### src/rtl/display_pkg.sv
// Shared types and constants for the display_manager output path:
// FSM state encoding, data widths, segment code table and the
// double-dabble step used by the binary-to-BCD converter.
package display_pkg;

  typedef enum logic [1:0] {
    IDLE,
    CONVERT,
    LATCH
  } state_t;

  localparam int NUM_DIGITS = 4;
  localparam int BIN_W      = 12;
  localparam int BCD_W      = 16;

  // Segment order is {g,f,e,d,c,b,a}; a lit segment is driven low.
  localparam logic [6:0] SEG_BLANK = 7'b1111111;

  localparam logic [6:0] SEG_TABLE [10] = '{
    7'b1000000,  // 0
    7'b1111001,  // 1
    7'b0100100,  // 2
    7'b0110000,  // 3
    7'b0011001,  // 4
    7'b0010010,  // 5
    7'b0000010,  // 6
    7'b1111000,  // 7
    7'b0000000,  // 8
    7'b0010000   // 9
  };

  // One double-dabble iteration: correct every BCD nibble that would
  // overflow past 9 when doubled, then shift {bcd, bin} left by one.
  function automatic logic [BCD_W+BIN_W-1:0] dabble_step(
    input logic [BCD_W-1:0] bcd,
    input logic [BIN_W-1:0] bin
  );
    logic [BCD_W-1:0] adj;
    adj = bcd;
    for (int i = 0; i < NUM_DIGITS; i++) begin
      if (adj[4*i +: 4] >= 4'd5) begin
        adj[4*i +: 4] = adj[4*i +: 4] + 4'd3;
      end
    end
    return {adj, bin} << 1;
  endfunction

endpackage

### src/rtl/seg7_decoder.sv
// Combinational BCD digit to active-low 7-segment pattern.
// The blank flag, or any nibble above 9, yields an unlit digit.
module seg7_decoder
  import display_pkg::*;
(
  input  logic [3:0] bcd,
  input  logic       blank,
  output logic [6:0] seg
);

  // Look the digit up in the shared code table; default is blank.
  always_comb begin
    seg = SEG_BLANK;
    if (!blank) begin
      case (bcd)
        4'd0:    seg = SEG_TABLE[0];
        4'd1:    seg = SEG_TABLE[1];
        4'd2:    seg = SEG_TABLE[2];
        4'd3:    seg = SEG_TABLE[3];
        4'd4:    seg = SEG_TABLE[4];
        4'd5:    seg = SEG_TABLE[5];
        4'd6:    seg = SEG_TABLE[6];
        4'd7:    seg = SEG_TABLE[7];
        4'd8:    seg = SEG_TABLE[8];
        4'd9:    seg = SEG_TABLE[9];
        default: seg = SEG_BLANK;
      endcase
    end
  end

endmodule

### src/rtl/display_manager.sv
// Output end of the number-entry path: accepts a 12-bit binary value
// over a load/busy handshake, converts it to four BCD digits with a
// sequential double-dabble (12 shift cycles), and scans the last
// converted value onto a 4-digit multiplexed common-anode display.
// Optional build macro LEADING_ZERO_BLANK_EN blanks digits above the
// most significant non-zero digit (units digit is always shown).
module display_manager
  import display_pkg::*;
#(
  parameter int REFRESH_DIV = 50000
) (
  input  logic                  clk,
  input  logic                  reset,
  input  logic [BIN_W-1:0]      number_in,
  input  logic                  load,
  output logic                  busy,
  output logic                  done,
  output logic [NUM_DIGITS-1:0] an,
  output logic [6:0]            seg
);

  localparam int CNT_W = (REFRESH_DIV > 1) ? $clog2(REFRESH_DIV) : 1;
  localparam int IDX_W = $clog2(NUM_DIGITS);
  localparam logic [CNT_W-1:0] CNT_LAST = CNT_W'(REFRESH_DIV - 1);
  localparam logic [3:0]       LAST_BIT = 4'(BIN_W - 1);

  state_t           state;
  logic [BIN_W-1:0] shift_reg;
  logic [BCD_W-1:0] scratch;
  logic [3:0]       bit_cnt;
  logic [BCD_W-1:0] disp_bcd;
  logic [CNT_W-1:0] refresh_cnt;
  logic [IDX_W-1:0] digit_idx;
  logic [3:0]       cur_nibble;
  logic             digit_blank;
  logic [6:0]       dec_seg;

  // Conversion FSM: capture in IDLE, 12 dabble shifts, then publish.
  always_ff @(posedge clk) begin
    if (!reset) begin
      state     <= IDLE;
      shift_reg <= '0;
      scratch   <= '0;
      bit_cnt   <= '0;
      disp_bcd  <= '0;
      busy      <= 1'b0;
      done      <= 1'b0;
    end else begin
      done <= 1'b0;
      case (state)
        IDLE: begin
          if (load) begin
            shift_reg <= number_in;
            scratch   <= '0;
            bit_cnt   <= '0;
            busy      <= 1'b1;
            state     <= CONVERT;
          end
        end
        CONVERT: begin
          {scratch, shift_reg} <= dabble_step(scratch, shift_reg);
          bit_cnt              <= bit_cnt + 4'd1;
          if (bit_cnt == LAST_BIT) begin
            busy  <= 1'b0;
            done  <= 1'b1;
            state <= LATCH;
          end
        end
        LATCH: begin
          disp_bcd <= scratch;
          state    <= IDLE;
        end
        default: state <= IDLE;
      endcase
    end
  end

  assign cur_nibble = disp_bcd[4*digit_idx +: 4];

  // Decide whether the digit in the current slot is a suppressed leading zero.
  always_comb begin
`ifdef LEADING_ZERO_BLANK_EN
    digit_blank = (digit_idx != '0) && ((disp_bcd >> (4 * digit_idx)) == '0);
`else
    digit_blank = 1'b0;
`endif
  end

  seg7_decoder u_decoder (
    .bcd   (cur_nibble),
    .blank (digit_blank),
    .seg   (dec_seg)
  );

  // Free-running slot timer and registered anode/segment drive.
  always_ff @(posedge clk) begin
    if (!reset) begin
      refresh_cnt <= '0;
      digit_idx   <= '0;
      an          <= '1;
      seg         <= SEG_BLANK;
    end else begin
      if (refresh_cnt == CNT_LAST) begin
        refresh_cnt <= '0;
        digit_idx   <= digit_idx + 1'b1;
      end else begin
        refresh_cnt <= refresh_cnt + 1'b1;
      end
      an  <= ~(NUM_DIGITS'(1) << digit_idx);
      seg <= dec_seg;
    end
  end

endmodule
### config.mk
export PLATFORM = sky130hd
export DESIGN_NAME = display_manager
export DESIGN_NICKNAME = d
export VERILOG_FILES = /design/src/rtl/display_pkg.sv /design/src/rtl/seg7_decoder.sv /design/src/rtl/display_manager.sv
export SDC_FILE = /design/constraint.sdc
export NUM_CORES = 1
export LEC_CHECK = 0
export CAP_MARGIN = 10
export CORE_MARGIN = 2
export CORE_UTILIZATION = 40
export DETAILED_ROUTE_END_ITERATION = 10
export REMOVE_ABC_BUFFERS = 1
export SLEW_MARGIN = 40
export SYNTH_ARGS = -nofsm -noshare
export SYNTH_HDL_FRONTEND = slang
export SYNTH_SLANG_ARGS = --single-unit
### constraint.sdc
create_clock -name clk -period 2.2 [get_ports clk]
set_clock_uncertainty 0.05 [all_clocks]
set_input_delay 0.44 -clock clk [delete_from_list [all_inputs] [get_ports clk]]
set_output_delay 0.44 -clock clk [all_outputs]
set_load 0.05 [all_outputs]
== After elaboration in Yosys (flattened, before gate mapping) ==
Memory sizes are Yosys's and may differ from the RTL's. A register that Yosys moved wholly into a read port is not among the register bits.
Index checks and enable logic that the tools add are counted.

* Shifts and indexed selects: 2
* Reduce and logical (&&, ||, !) cells: 8
* Equality and inequality tests: 6
* Bitwise logic cells: 2
* Order comparisons: 4
* Muxes and demuxes: 17
* Add/sub/neg operators: 7

{| class="wikitable"
|+ Operators by type and width
! operator !! count
|-
| $pmux W16 S2 || 1
|-
| $pmux W12 S2 || 1
|-
| $add A16 B1 Y16 const B || 1
|-
| $eq A16 B16 Y1 const B || 1
|-
| $ge A4 B3 Y1 const B || 4
|-
| $mux W16 || 1
|-
| $mux W4 || 4
|-
| $shiftx A16 B5 Y4 || 1
|-
| $add A4 B2 Y4 const B || 3
|-
| $mux W12 || 1
|-
| $pmux W4 S2 || 1
|-
| $reduce_and A2 Y1 || 3
|-
| $add A4 B1 Y4 const B || 1
|-
| $eq A4 B4 Y1 const B || 1
|-
| $mux W2 || 2
|-
| $ne A2 B2 Y1 const B || 2
|-
| $not A4 Y4 || 1
|-
| $pmux W2 S2 || 1
|-
| $shl A1 B2 Y4 const A || 1
|-
| $add A3 B2 Y3 const B || 1
|-
| $mux W1 || 3
|-
| $mux W3 || 1
|-
| $reduce_and A3 Y1 || 1
|-
| $add A2 B1 Y2 const B || 1
|-
| 8 further kinds || 8
|}

* Memories: 1
* Output and inout port bits: 13
* Logic and storage cells: 57
* Bits of input ports: 15
* Memory bits (read-only): 112
* Bits in registers: 74

{| class="wikitable"
|+ Memory list
! memory !! words !! bits a word !! read ports !! clocked after memory_dff !! wr ports !! RTL line !! RTL
|-
| (name not given) || 16 || 7 || 1 || 1 || 0 || seg7_decoder.sv:15 || <nowiki>case (bcd)</nowiki>
|}

== Longest topological paths before layout ==
Gate-level depths: netlist (run 1).

* Depth after elaboration: 3
* Mapped depth: 7
* Mapped depth without buffers: 7

== Modules after synthesis ==
From an unflattened synthesis (run 1), not the netlist that was laid out.

* Cell total of the unflattened synthesis: 420
* Area total of the unflattened synthesis: 3709.8 sq um

{| class="wikitable"
|+ By module, submodules not included
! module !! area an instance (sq um) !! times used !! cells each
|-
| display_manager || 3473.3 || 1 || 387
|-
| seg7_decoder || 236.5 || 1 || 33
|}

== Least setup slack after synthesis (run 1) ==
No wires, ideal clock.

* Path type: flip-flop to flip-flop
* Start: reg refresh_cnt[5]
* End: reg refresh_cnt[15]
* Clock period less this slack: 1.836 ns
* Arrival time: 1.672 ns
* Setup slack: 0.364 ns
* Required time: 2.035 ns
* Buffers on the path: 2
* Library setup time: 0.115 ns
* Stages on the path, launching flop included: 7
* Cells stage by stage: dfxtp_1 > or4b_1 > or4_1 > buf_2 > nand2_4 > buf_8 > nor2_1

* Longest elaborated chain between the ends: 2
* Elaborated cells between the ends (all ways): 3
* Classes of those cells: add/sub: 1; eq/ne: 1; reduce/logical: 1

{| class="wikitable"
|+ Ends and longest elaborated chain
! element !! RTL line !! RTL
|-
| from (decl) || display_manager.sv:32 || <nowiki>logic [CNT_W-1:0] refresh_cnt;</nowiki>
|-
| from (signal assigned) || display_manager.sv:107 || <nowiki>refresh_cnt <= refresh_cnt + 1'b1;</nowiki>
|-
| parallel branches: the longest is 2 deep, another holds $add A16 B1 Y16 || -- ||
|}

Several ways; the timed one is not identified.
A chain may end at the register's enable or synchronous reset.

== Final worst setup path (run 1) ==
* Start: reg busy
* End: out busy

{| class="wikitable"
|+ RTL lines
! element !! RTL line !! RTL
|-
| from (decl) || display_manager.sv:16 || <nowiki>output logic busy,</nowiki>
|-
| from (signal assigned) || display_manager.sv:46 || <nowiki>busy <= 1'b0;</nowiki>
|-
| from (signal assigned) || display_manager.sv:56 || <nowiki>busy <= 1'b1;</nowiki>
|-
| from (signal assigned) || display_manager.sv:64 || <nowiki>busy <= 1'b0;</nowiki>
|}

No word-level cell between the ends.

==> run_summary.xml, run 1 <==
<?xml version="1.0" encoding="UTF-8"?>
<metrics>
  <group name="yosys">
    <metric name="synth_cell_types" unit="">35</metric>
    <metric name="yosysSeqAreaShare" unit="%">45.1</metric>
    <metric name="synth-main-ff-cell" unit="">sky130_fd_sc_hd__dfxtp_1</metric>
    <metric name="asyncSetResetFlopFracSynth" unit="%">0</metric>
    <metric name="synth_edf_count" unit="">0</metric>
    <metric name="synthesis.area" unit="µm²">3600</metric>
    <metric name="avgSynthCellArea" unit="µm²">8.59</metric>
    <metric name="yosys_register_bits" unit="">81</metric>
    <metric name="count_of_synthesis_stage_warnings_from_yosys" unit="">0</metric>
    <metric name="post_synth_inst_count" unit="">419</metric>
  </group>
  <group name="run_status">
    <metric name="run_status" unit="">finished, final reports clean</metric>
  </group>
  <group name="power_and_ir_drop">
    <metric name="ir_worst_vdd" unit="mV">0.313</metric>
    <metric name="internal_power" unit="mW">2.27</metric>
    <metric name="comb_power_share" unit="%">7.5</metric>
    <metric name="power_density" unit="nW/µm²">703</metric>
    <metric name="sw_frac_of_total" unit="%">23.6</metric>
    <metric name="p_total" unit="mW">2.97</metric>
    <metric name="power.switching" unit="mW">0.702</metric>
    <metric name="power_frac_clock" unit="%">41.0</metric>
    <metric name="power.leakage" unit="nW">1.49</metric>
    <metric name="sequential_power_share" unit="%">51.5</metric>
  </group>
  <group name="finish">
    <metric name="post_route_cells_drive_above_1_share" unit="%">8.43</metric>
    <metric name="insertedDiodeCount" unit="">0</metric>
    <metric name="flow.area_growth_from_synthesis" unit="%">17.3</metric>
    <metric name="finalNetCount" unit="">480</metric>
    <metric name="registers_with_the_most_flip_flops" unit="">disp_bcd: 16 flops, refresh_cnt: 16 flops, scratch: 16 flops</metric>
  </group>
  <group name="drt">
    <metric name="drt_drc_violations_left" unit="">0</metric>
    <metric name="route.detailed.vias_per_inst" unit="">5.05</metric>
    <metric name="drt-initial-drc-count" unit="">99</metric>
    <metric name="vias" unit="">2822</metric>
    <metric name="route.final.wire_length" unit="mm">6.87</metric>
    <metric name="route.detailed.wl_per_inst" unit="µm">12.3</metric>
    <metric name="ant_nets" unit="">0</metric>
    <metric name="drtPass1Iterations" unit="">4</metric>
  </group>
  <group name="floorplan">
    <metric name="dieHeight" unit="µm">98.8</metric>
    <metric name="die_w" unit="µm">98.8</metric>
    <metric name="floorplan.initialDensity" unit="%">41.2</metric>
    <metric name="core_region_area" unit="µm²">8720</metric>
    <metric name="dieArea" unit="µm²">9770</metric>
    <metric name="floorplan.rows" unit="">34</metric>
    <metric name="count_of_boundary_i_o_pins" unit="">28</metric>
  </group>
  <group name="worst_setup_path">
    <metric name="worst_path_largest_cell_delay" unit="ns">0.80</metric>
    <metric name="critPathKind" unit="">register to output port</metric>
    <metric name="cp.buffers_inverters" unit="">1</metric>
    <metric name="startpoint_class_of_the_critical_path" unit="">register</metric>
    <metric name="ff2ff_setup_slack" unit="ns">0.28</metric>
    <metric name="r2r.worst_path.cells" unit="">5</metric>
    <metric name="critical_path_top_delay_cell" unit="">sky130_fd_sc_hd__clkdlybuf4s50_1</metric>
    <metric name="cp.arrival" unit="ns">1.49</metric>
    <metric name="reg2reg_from" unit="">refresh_cnt[0]</metric>
    <metric name="crit_path_max_fanout" unit="">2</metric>
    <metric name="reg2reg_to" unit="">refresh_cnt[10]</metric>
    <metric name="required" unit="ns">1.71</metric>
    <metric name="critical_path.top_delay_family" unit="">buffers and inverters</metric>
    <metric name="cell_chain_of_the_critical_path" unit="">clkdlybuf4s50_1</metric>
    <metric name="critPathCaptureType" unit="">output port</metric>
  </group>
  <group name="clock_network">
    <metric name="cts.reportedPaths.clkPinSlew" unit="ns">0.08</metric>
    <metric name="tritoncts" unit="">done</metric>
    <metric name="clock_buffers_created_by_tritoncts" unit="">9</metric>
    <metric name="worst_skew_pair_latency" unit="ns">0.35</metric>
    <metric name="clock_path_buffers" unit="">2</metric>
    <metric name="cts-htree-levels" unit="">3</metric>
    <metric name="cts-resized-gates" unit="">0</metric>
    <metric name="numClockSinks" unit="">81</metric>
    <metric name="cts-root-buf" unit="">sky130_fd_sc_hd__clkbuf_8</metric>
    <metric name="holdBufCountCts" unit="">0</metric>
    <metric name="cts_post_setup_buffers_inserted" unit="">0</metric>
  </group>
  <group name="global_routing">
    <metric name="via_count_of_the_first_global_routing_pass" unit="">2641</metric>
    <metric name="antenna_found_initial" unit="">0</metric>
    <metric name="grt_max_degree" unit="">23</metric>
    <metric name="global_route.overflow_total" unit="">0</metric>
    <metric name="grt_first_pass_wirelength" unit="mm">12.2</metric>
    <metric name="grtUsageTotal" unit="%">15.3</metric>
  </group>
  <group name="timing">
    <metric name="setup_tns" unit="ns">0</metric>
    <metric name="grt_setup_unrepaired" unit="">no</metric>
    <metric name="setup_violations" unit="">0</metric>
    <metric name="hold_viol" unit="">0</metric>
    <metric name="finalCriticalPeriod" unit="ns">1.98</metric>
    <metric name="post-route-period-util" unit="%">89.9</metric>
    <metric name="slew_violations" unit="">0</metric>
    <metric name="timing.max_slew.rel_slack" unit="%">58.9</metric>
    <metric name="max_slew.worst_pin.slew" unit="ns">0.616</metric>
    <metric name="max_freq" unit="GHz">0.506</metric>
  </group>
  <group name="place">
    <metric name="placement.io_buffers" unit="">27</metric>
    <metric name="routabilityCongestion" unit="">0.746</metric>
    <metric name="post-dp-hpwl" unit="mm">4.77</metric>
  </group>
  <group name="min_path">
    <metric name="holdCritStartpoint" unit="">shift_reg[11]</metric>
    <metric name="hold_path_class" unit="">register to register</metric>
    <metric name="min_path_cells" unit="">2</metric>
    <metric name="worstHoldEndpoint" unit="">scratch[0]</metric>
  </group>
  <group name="run">
    <metric name="max_cap_viol_count" unit="">0</metric>
  </group>
</metrics>
## layer usage
layer  share of wire, %  wire, µm  global-route usage, %
met1                 50      3460                   20.2
met2                 44      3040                   24.0
met3                3.2       222                   3.05
met4                2.1       145                   7.38
met5                  0         0                      0
## stage by stage
step	setup WS, ns	instances	hold slack (ns)	utilization [%]	cell area (µm²)
2_1_floorplan	0.352	396	0.382	-	3500
3_3_place_gp	0.309	543	0.394	45.8	3990
3_5_place_dp	0.277	543	0.397	45.8	3990
4_1_cts	0.198	559	0.413	48.4	4220
5_1_grt	0.164	559	0.438	48.4	4220
6_report	0.222	559	0.411	48.4	4220
## worst min-delay path, stage by stage (launching register included)
cell                      delay (ns)
sky130_fd_sc_hd__dfxtp_1        0.32
sky130_fd_sc_hd__nand2_1        0.05
sky130_fd_sc_hd__a21oi_1        0.05
## cell usage after synthesis, types with 2 or more instances
master	instances	area share (%)
sky130_fd_sc_hd__a21oi_1	37	5.1
sky130_fd_sc_hd__a31oi_1	3	0.52
sky130_fd_sc_hd__and2_1	3	0.52
sky130_fd_sc_hd__buf_2	3	0.42
sky130_fd_sc_hd__clkbuf_1	19	2.0
sky130_fd_sc_hd__dfxtp_1	81	45
sky130_fd_sc_hd__ha_1	19	6.6
sky130_fd_sc_hd__inv_1	13	1.4
sky130_fd_sc_hd__mux2_2	4	1.3
sky130_fd_sc_hd__mux2i_1	6	1.7
sky130_fd_sc_hd__mux4_2	4	2.5
sky130_fd_sc_hd__nand2_1	56	5.8
sky130_fd_sc_hd__nand2b_1	6	1.0
sky130_fd_sc_hd__nand3_1	23	3.2
sky130_fd_sc_hd__nand4_1	6	1.0
sky130_fd_sc_hd__nor2_1	58	6.1
sky130_fd_sc_hd__nor2b_1	2	0.35
sky130_fd_sc_hd__nor3_1	9	1.3
sky130_fd_sc_hd__nor4_1	3	0.52
sky130_fd_sc_hd__o21a_1	2	0.42
sky130_fd_sc_hd__o21ai_0	17	2.4
sky130_fd_sc_hd__o221ai_1	11	2.7
sky130_fd_sc_hd__xnor2_1	13	3.2
sky130_fd_sc_hd__xor2_1	10	2.4
## cell usage in the layout (no fill, tap or decap)
cell type and instances:
sky130_fd_sc_hd__dfxtp_1 81, sky130_fd_sc_hd__nor2_1 58, sky130_fd_sc_hd__nand2_1 56, sky130_fd_sc_hd__a21oi_1 37, sky130_fd_sc_hd__clkdlybuf4s50_1 27, sky130_fd_sc_hd__nand3_1 23
sky130_fd_sc_hd__ha_1 19, sky130_fd_sc_hd__o21ai_0 17, sky130_fd_sc_hd__inv_1 13, sky130_fd_sc_hd__xnor2_1 13, sky130_fd_sc_hd__buf_4 12, sky130_fd_sc_hd__o221ai_1 11
sky130_fd_sc_hd__xor2_1 10, sky130_fd_sc_hd__clkbuf_8 10, sky130_fd_sc_hd__nor3_1 9, sky130_fd_sc_hd__mux2i_1 6, sky130_fd_sc_hd__nand2b_1 6, sky130_fd_sc_hd__nand4_1 6
sky130_fd_sc_hd__mux4_2 4, sky130_fd_sc_hd__mux2_2 4, sky130_fd_sc_hd__nor4_1 3, sky130_fd_sc_hd__a31oi_1 3, sky130_fd_sc_hd__and2_1 3, sky130_fd_sc_hd__clkinv_4 3
sky130_fd_sc_hd__nor2b_1 2, sky130_fd_sc_hd__o21a_1 2, sky130_fd_sc_hd__bufinv_16 2, sky130_fd_sc_hd__or4b_1 1, sky130_fd_sc_hd__or4_1 1, sky130_fd_sc_hd__nand2_4 1
sky130_fd_sc_hd__clkinv_1 1, sky130_fd_sc_hd__a21o_1 1, sky130_fd_sc_hd__nand3b_1 1, sky130_fd_sc_hd__a22oi_1 1, sky130_fd_sc_hd__or3_1 1, sky130_fd_sc_hd__and4_1 1
sky130_fd_sc_hd__and3_2 1, sky130_fd_sc_hd__clkinv_2 1
## area by class of cell
type | instances | area (µm²)
multi-input combinational | 301 | 1820
sequential | 81 | 1620
clock buffer | 10 | 138
timing repair buffer | 39 | 360
inverter | 14 | 52.6
clock inverter | 6 | 91.3
tap | 108 | 135
fill | 857 | 4500
## power by group through the flow
stage	sequential (mW)	clock [mW]	combinational [mW]
global placement	1.56	0	0.224
CTS	1.53	1.25	0.225
floorplan	1.59	0	0.0970
finish	1.53	1.22	0.223
detailed placement	1.56	0	0.225
global route	1.53	1.31	0.251
## worst max-delay path by stage
stage | start | end | slack (ns) | cells after the start
after floorplan | digit_idx[0] | seg[3] | 0.35 | 6
after global placement | refresh_cnt[0] | refresh_cnt[12] | 0.31 | 5
after detailed placement | refresh_cnt[0] | refresh_cnt[10] | 0.28 | 5
after CTS | busy | busy | 0.20 | 1
after global routing | busy | busy | 0.16 | 1
final | busy | busy | 0.22 | 1
## cell families after synthesis
| group | after synthesis | synth area share, % |
|---|---|---|
| muxes | 14 | 5.43 |
| AOI/OAI and AO/OA | 72 | 11.5 |
| DFF | 81 | 45.1 |
| xor gates and xnor gates | 23 | 5.60 |
| buffers and inverters | 37 | 4.28 |
| and+or+nand+nor | 173 | 21.5 |
| adders and majority gates | 19 | 6.61 |
(Power assumes the default switching activity.)
==> run 2: changes to the inputs <==
--- a/config.mk
+++ b/config.mk
@@ -5,10 +5,12 @@
 export SDC_FILE = /design/constraint.sdc
 export NUM_CORES = 1
 export LEC_CHECK = 0
+export ABC_CLOCK_PERIOD_IN_PS = 2200
 export CAP_MARGIN = 10
 export CORE_MARGIN = 2
 export CORE_UTILIZATION = 40
 export DETAILED_ROUTE_END_ITERATION = 10
+export MAX_ROUTING_LAYER = met4
 export REMOVE_ABC_BUFFERS = 1
 export SLEW_MARGIN = 40
 export SYNTH_ARGS = -nofsm -noshare
==> constraint.sdc (replaced) <==
create_clock -name clk -period 2.2 [get_ports clk]
set_clock_uncertainty 0.05 [all_clocks]
set_input_delay 0.66 -clock clk [delete_from_list [all_inputs] [get_ports clk]]
set_output_delay 0.66 -clock clk [all_outputs]
set_load 0.05 [all_outputs]
==> run 2 against run 1 <==
  * Combinational power is essentially flat
  * Register-to-register slack worse by 0.05 ns
  * Worst setup slack got worse by 0.19 ns
  * Clock-buffer cell count is 1 lower
  * Critical endpoint is now seg[4]
  * Maximum frequency is 8.7% lower
  * Non-clock buffer count is the same
  * Via count shrank 1.0%
  * Total power is 4.3% lower
  * Sequential cell count is the same
==> run_summary.xml, run 2 (synthesis results as in run 1) <==
<?xml version="1.0" encoding="UTF-8"?>
<metrics>
  <group name="floorplan">
    <metric name="core_region_area" unit="µm²">8720</metric>
    <metric name="count_of_boundary_i_o_pins" unit="">28</metric>
    <metric name="die_w" unit="µm">98.8</metric>
    <metric name="dieHeight" unit="µm">98.8</metric>
    <metric name="floorplan.rows" unit="">34</metric>
    <metric name="dieArea" unit="µm²">9770</metric>
    <metric name="floorplan.initialDensity" unit="%">41.2</metric>
  </group>
  <group name="place">
    <metric name="post-dp-hpwl" unit="mm">4.72</metric>
    <metric name="routabilityCongestion" unit="">0.795</metric>
    <metric name="placement.io_buffers" unit="">27</metric>
    <metric name="pre_cts_slack" unit="ns">0.248</metric>
  </group>
  <group name="worst_setup_path">
    <metric name="critical_path_top_delay_cell" unit="">sky130_fd_sc_hd__clkdlybuf4s50_1</metric>
    <metric name="cp.arrival" unit="ns">1.46</metric>
    <metric name="critPathKind" unit="">register to output port</metric>
    <metric name="crit_path_max_fanout" unit="">1</metric>
    <metric name="required" unit="ns">1.49</metric>
    <metric name="startpoint_class_of_the_critical_path" unit="">register</metric>
    <metric name="worst_path_largest_cell_delay" unit="ns">0.79</metric>
    <metric name="reg2reg_from" unit="">refresh_cnt[5]</metric>
    <metric name="critical_path.top_delay_family" unit="">buffers and inverters</metric>
    <metric name="reg2reg_to" unit="">refresh_cnt[4]</metric>
    <metric name="setup.worst_path.end" unit="">seg[4]</metric>
    <metric name="cp.buffers_inverters" unit="">1</metric>
    <metric name="r2r.worst_path.cells" unit="">4</metric>
    <metric name="critPathCaptureType" unit="">output port</metric>
    <metric name="cell_chain_of_the_critical_path" unit="">clkdlybuf4s50_1</metric>
    <metric name="startpoint" unit="">seg[4]</metric>
    <metric name="worst-path-stages" unit="">1</metric>
    <metric name="ff2ff_setup_slack" unit="ns">0.23</metric>
  </group>
  <group name="clock_network">
    <metric name="cts-resized-gates" unit="">1</metric>
    <metric name="tritoncts" unit="">done</metric>
    <metric name="worst_skew_pair_latency" unit="ns">0.35</metric>
    <metric name="holdBufCountCts" unit="">0</metric>
    <metric name="numClockSinks" unit="">81</metric>
    <metric name="cts_post_setup_buffers_inserted" unit="">0</metric>
    <metric name="cts-htree-levels" unit="">3</metric>
    <metric name="clock_path_buffers" unit="">2</metric>
    <metric name="cts-root-buf" unit="">sky130_fd_sc_hd__clkbuf_8</metric>
    <metric name="clock_buffers_created_by_tritoncts" unit="">9</metric>
    <metric name="cts.reportedPaths.clkPinSlew" unit="ns">0.08</metric>
  </group>
  <group name="finish">
    <metric name="final_util" unit="%">48.2</metric>
    <metric name="highest_count_cells_in_the_layout_ignoring_fill_and_taps" unit="">81 x sky130_fd_sc_hd__dfxtp_1, 58 x sky130_fd_sc_hd__nor2_1, 56 x sky130_fd_sc_hd__nand2_1</metric>
    <metric name="flow.area_growth_from_synthesis" unit="%">16.8</metric>
    <metric name="insertedDiodeCount" unit="">0</metric>
    <metric name="mostFrequentLayoutCell" unit="">sky130_fd_sc_hd__dfxtp_1</metric>
    <metric name="post_route_cells_drive_above_1_share" unit="%">8.65</metric>
    <metric name="registers_with_the_most_flip_flops" unit="">disp_bcd: 16 flops, refresh_cnt: 16 flops, scratch: 16 flops</metric>
    <metric name="finalNetCount" unit="">480</metric>
  </group>
  <group name="run_status">
    <metric name="run_status" unit="">finished, final reports clean</metric>
  </group>
  <group name="global_routing">
    <metric name="grtUsageTotal" unit="%">15.3</metric>
    <metric name="grt_max_degree" unit="">29</metric>
    <metric name="global_route.overflow_total" unit="">0</metric>
    <metric name="antenna_found_initial" unit="">0</metric>
    <metric name="grt_first_pass_wirelength" unit="mm">12.0</metric>
    <metric name="via_count_of_the_first_global_routing_pass" unit="">2738</metric>
  </group>
  <group name="timing">
    <metric name="hold_viol" unit="">0</metric>
    <metric name="finalHoldWorstSlack" unit="ns">0.408</metric>
    <metric name="grt_setup_unrepaired" unit="">no</metric>
    <metric name="setup_tns" unit="ns">0</metric>
    <metric name="slew_violations" unit="">0</metric>
    <metric name="max_slew.worst_pin.slew" unit="ns">0.571</metric>
    <metric name="finalCriticalPeriod" unit="ns">2.17</metric>
    <metric name="post-route-period-util" unit="%">98.4</metric>
    <metric name="setup_violations" unit="">0</metric>
    <metric name="max_freq" unit="GHz">0.462</metric>
    <metric name="timing.max_slew.rel_slack" unit="%">61.9</metric>
    <metric name="setup_slack" unit="ns">0.0347</metric>
  </group>
  <group name="power_and_ir_drop">
    <metric name="power.leakage" unit="nW">1.51</metric>
    <metric name="power_density" unit="nW/µm²">676</metric>
    <metric name="p_total" unit="mW">2.84</metric>
    <metric name="ir_worst_vdd" unit="mV">0.355</metric>
  </group>
  <group name="drt">
    <metric name="route.final.wire_length" unit="mm">6.76</metric>
    <metric name="drt_drc_violations_left" unit="">0</metric>
    <metric name="drtPass1Iterations" unit="">4</metric>
    <metric name="drt-initial-drc-count" unit="">88</metric>
    <metric name="route.detailed.vias_per_inst" unit="">5.00</metric>
    <metric name="ant_nets" unit="">0</metric>
    <metric name="route.detailed.wl_per_inst" unit="µm">12.1</metric>
    <metric name="vias" unit="">2793</metric>
  </group>
  <group name="run">
    <metric name="max_cap_viol_count" unit="">0</metric>
  </group>
  <group name="min_path">
    <metric name="min_path_cells" unit="">2</metric>
    <metric name="hold_path_class" unit="">register to register</metric>
  </group>
</metrics>
## run 2: cell types whose count changed in the layout (fill, tap and decap cells not counted), sizes merged
cell | previous run | this run
dlymetal6s2s | 0 | 5
clkbuf | 10 | 9
inv | 13 | 14
clkinv | 5 | 3
clkdlybuf4s50 | 27 | 20
dlygate4sd2 | 0 | 1
bufinv | 2 | 1
clkinvlp | 0 | 3
buf | 12 | 13
## run 2: how the worst min path moves through the flow
stage	slack, ns	startpoint	end
3_3_place_gp	0.40	shift_reg[11]	scratch[0]
3_5_place_dp	0.40	disp_bcd[5]	disp_bcd[5]
6_report	0.41	disp_bcd[5]	disp_bcd[5]
2_1_floorplan	0.38	shift_reg[11]	scratch[0]
5_1_grt	0.43	disp_bcd[10]	disp_bcd[10]
4_1_cts	0.41	disp_bcd[5]	disp_bcd[5]
## run 2: cell type report
class | count | area [µm²]
inverters | 14 | 52.6
multi-input cells | 301 | 1820
clock inverters | 7 | 78.8
repair buffers | 39 | 369
well taps | 108 | 135
fillers | 857 | 4520
clock buffers | 9 | 124
flip-flops and latches | 81 | 1620
## run 2: per-layer routing
layer	track usage, %	wire length, µm	up-vias
met5	-	0	-
met4	6.32	110	0
met3	2.41	212	10
met2	24.3	3070	37
met1	19.4	3360	1270
li1	-	-	1476
## run 2: power by group
part | internal [mW] | total, mW | switching, mW
Combinational | 0.0876 | 0.224 | 0.136
Sequential | 1.50 | 1.53 | 0.0226
Clock | 0.531 | 1.09 | 0.558
## run 2: through the flow
| stage | instances | instance area [µm²] |
|---|---|---|
| final | 559 | 4200 |
| after global placement | 543 | 3990 |
| after CTS | 559 | 4190 |
| after detailed placement | 543 | 3990 |
| after global routing | 559 | 4200 |
| after floorplan | 396 | 3500 |
==> run 3: changes to the inputs <==
--- a/config.mk
+++ b/config.mk
@@ -5,7 +5,7 @@
 export SDC_FILE = /design/constraint.sdc
 export NUM_CORES = 1
 export LEC_CHECK = 0
-export ABC_CLOCK_PERIOD_IN_PS = 2200
+export ABC_CLOCK_PERIOD_IN_PS = 2100
 export CAP_MARGIN = 10
 export CORE_MARGIN = 2
 export CORE_UTILIZATION = 40
==> constraint.sdc (replaced) <==
create_clock -name clk -period 2.1 [get_ports clk]
set_clock_uncertainty 0.05 [all_clocks]
set_input_delay 0.63 -clock clk [delete_from_list [all_inputs] [get_ports clk]]
set_output_delay 0.63 -clock clk [all_outputs]
set_load 0.05 [all_outputs]
==> run 3 against run 2 <==
  * Worst setup slack improved by 0.13 ns
  * Worst hold slack about the same
  * Clock power up 6%
  * Register-to-register slack got worse by 0.07 ns
  * Final cell count is 0.54% higher
  * Non-clock buffer count up 3
==> run_summary.xml, run 3 (synthesis results as in run 1) <==
<?xml version="1.0" encoding="UTF-8"?>
<metrics>
  <group name="global_routing">
    <metric name="grt_max_degree" unit="">24</metric>
    <metric name="grt_first_pass_wirelength" unit="mm">12.2</metric>
    <metric name="via_count_of_the_first_global_routing_pass" unit="">2706</metric>
    <metric name="grtUsageTotal" unit="%">15.6</metric>
    <metric name="global_route.overflow_total" unit="">0</metric>
    <metric name="antenna_found_initial" unit="">0</metric>
  </group>
  <group name="timing">
    <metric name="setup_tns" unit="ns">0</metric>
    <metric name="grt_setup_unrepaired" unit="">no</metric>
    <metric name="setup_slack" unit="ns">0.163</metric>
    <metric name="max_freq" unit="GHz">0.516</metric>
    <metric name="finalCriticalPeriod" unit="ns">1.94</metric>
    <metric name="hold_viol" unit="">0</metric>
    <metric name="timing.max_slew.rel_slack" unit="%">56.7</metric>
    <metric name="slew_violations" unit="">0</metric>
    <metric name="setup_violations" unit="">0</metric>
    <metric name="post-route-period-util" unit="%">92.2</metric>
    <metric name="max_slew.worst_pin.slew" unit="ns">0.650</metric>
  </group>
  <group name="power_and_ir_drop">
    <metric name="power_density" unit="nW/µm²">714</metric>
    <metric name="ir_worst_vdd" unit="mV">0.398</metric>
    <metric name="power.leakage" unit="nW">1.50</metric>
  </group>
  <group name="worst_setup_path">
    <metric name="crit_path_max_fanout" unit="">5</metric>
    <metric name="setup.worst_path.end" unit="">digit_idx[0]</metric>
    <metric name="r2r.worst_path.cells" unit="">4</metric>
    <metric name="critPathCaptureType" unit="">register</metric>
    <metric name="ff2ff_setup_slack" unit="ns">0.16</metric>
    <metric name="required" unit="ns">2.29</metric>
    <metric name="reg2reg_to" unit="">digit_idx[0]</metric>
    <metric name="cp.arrival" unit="ns">2.12</metric>
    <metric name="startpoint_class_of_the_critical_path" unit="">register</metric>
    <metric name="critPathKind" unit="">register to register</metric>
    <metric name="reg2reg_from" unit="">refresh_cnt[5]</metric>
    <metric name="startpoint" unit="">refresh_cnt[5]</metric>
  </group>
  <group name="min_path">
    <metric name="hold_path_class" unit="">register to register</metric>
  </group>
  <group name="clock_network">
    <metric name="clock_buffers_created_by_tritoncts" unit="">9</metric>
    <metric name="cts_post_setup_buffers_inserted" unit="">0</metric>
    <metric name="cts-root-buf" unit="">sky130_fd_sc_hd__clkbuf_8</metric>
    <metric name="worst_skew_pair_latency" unit="ns">0.35</metric>
    <metric name="cts.reportedPaths.clkPinSlew" unit="ns">0.08</metric>
    <metric name="numClockSinks" unit="">81</metric>
    <metric name="holdBufCountCts" unit="">0</metric>
    <metric name="cts-resized-gates" unit="">0</metric>
    <metric name="cts-htree-levels" unit="">3</metric>
    <metric name="clock_path_buffers" unit="">2</metric>
    <metric name="tritoncts" unit="">done</metric>
  </group>
  <group name="floorplan">
    <metric name="dieArea" unit="µm²">9770</metric>
    <metric name="core_region_area" unit="µm²">8720</metric>
    <metric name="floorplan.rows" unit="">34</metric>
    <metric name="die_w" unit="µm">98.8</metric>
    <metric name="floorplan.initialDensity" unit="%">41.2</metric>
    <metric name="dieHeight" unit="µm">98.8</metric>
    <metric name="count_of_boundary_i_o_pins" unit="">28</metric>
  </group>
  <group name="run">
    <metric name="max_cap_viol_count" unit="">0</metric>
  </group>
  <group name="finish">
    <metric name="registers_with_the_most_flip_flops" unit="">disp_bcd: 16 flops, refresh_cnt: 16 flops, scratch: 16 flops</metric>
    <metric name="final.fill_count" unit="">841</metric>
    <metric name="highest_count_cells_in_the_layout_ignoring_fill_and_taps" unit="">81 x sky130_fd_sc_hd__dfxtp_1, 58 x sky130_fd_sc_hd__nor2_1, 56 x sky130_fd_sc_hd__nand2_1</metric>
    <metric name="finish.instance_area" unit="µm²">4190</metric>
    <metric name="post_route_cells_drive_above_1_share" unit="%">11.7</metric>
    <metric name="finalNetCount" unit="">483</metric>
    <metric name="flow.area_growth_from_synthesis" unit="%">16.4</metric>
    <metric name="insertedDiodeCount" unit="">0</metric>
    <metric name="mostFrequentLayoutCell" unit="">sky130_fd_sc_hd__dfxtp_1</metric>
  </group>
  <group name="place">
    <metric name="pre_cts_slack" unit="ns">0.170</metric>
    <metric name="post-dp-hpwl" unit="mm">4.94</metric>
    <metric name="placedInstanceArea" unit="µm²">3980</metric>
    <metric name="routabilityCongestion" unit="">0.821</metric>
    <metric name="placement.io_buffers" unit="">27</metric>
  </group>
  <group name="drt">
    <metric name="drt_drc_violations_left" unit="">0</metric>
    <metric name="drtPass1Iterations" unit="">4</metric>
    <metric name="route.detailed.wl_per_inst" unit="µm">12.5</metric>
    <metric name="drt-initial-drc-count" unit="">88</metric>
    <metric name="route.detailed.vias_per_inst" unit="">5.12</metric>
    <metric name="vias" unit="">2876</metric>
    <metric name="route.final.wire_length" unit="mm">7.02</metric>
    <metric name="ant_nets" unit="">0</metric>
  </group>
  <group name="run_status">
    <metric name="run_status" unit="">finished, final reports clean</metric>
  </group>
</metrics>
## run 3: cell types whose count changed in the layout (fill, tap and decap cells not counted), sizes merged
cell	before	now
buf	13	28
clkdlybuf4s50	20	14
dlymetal6s2s	5	0
clkbuf	9	12
clkinvlp	3	1
dlygate4sd2	1	0
inv	14	13
## run 3: per-layer routing
| metal | part of all wire (%) | vias up | global-route usage (%) |
|---|---|---|---|
| met5 | 0 | - | - |
| met4 | 0.97 | 0 | 4.85 |
| met1 | 50 | 1329 | 19.5 |
| met3 | 4.1 | 7 | 4.26 |
| met2 | 45 | 52 | 24.7 |
| li1 | - | 1488 | - |
## run 3: how the worst min path moves through the flow
stage                       start      endpoint  slack (ns)  cells past startpoint
global route          disp_bcd[5]   disp_bcd[5]        0.43                      2
CTS                   disp_bcd[5]   disp_bcd[5]        0.41                      2
floorplan           shift_reg[11]    scratch[0]        0.38                      2
global placement    shift_reg[11]    scratch[0]        0.40                      2
finish               disp_bcd[10]  disp_bcd[10]        0.41                      2
detailed placement    disp_bcd[5]   disp_bcd[5]        0.40                      2
## run 3: stage by stage
| stage | hold slack (ns) | std cells | total power [mW] | util, % |
|---|---|---|---|---|
| 2_1_floorplan | 0.382 | 396 | 1.76 | - |
| 3_3_place_gp | 0.395 | 546 | 1.87 | 45.7 |
| 3_5_place_dp | 0.401 | 546 | 1.87 | 45.7 |
| 4_1_cts | 0.412 | 562 | 3.03 | 48.0 |
| 5_1_grt | 0.431 | 562 | 3.12 | 48.0 |
| 6_report | 0.408 | 562 | 2.99 | 48.0 |
## run 3: cell type report
class	count	area (µm²)	area share [%]
multi-input cells	301	1820	43.5
inverters	14	52.6	1.25
clock inverters	4	51.3	1.22
flip-flops and latches	81	1620	38.7
well taps	108	135	3.23
clock buffers	12	155	3.70
repair buffers	42	350	8.37
## run 3: worst max-delay path: stages, from the launching register on
cell                      delay [ns]
sky130_fd_sc_hd__dfxtp_1        0.36
sky130_fd_sc_hd__or4b_1         0.51
sky130_fd_sc_hd__or4_1          0.62
sky130_fd_sc_hd__xnor2_1        0.23
sky130_fd_sc_hd__nor2_1         0.06
## run 3: where the power goes
part	total (mW)	internal (mW)	switching [mW]
Combinational	0.233	0.0896	0.144
Clock	1.16	0.615	0.542
Sequential	1.60	1.58	0.0247
Total	2.99	2.28	0.711
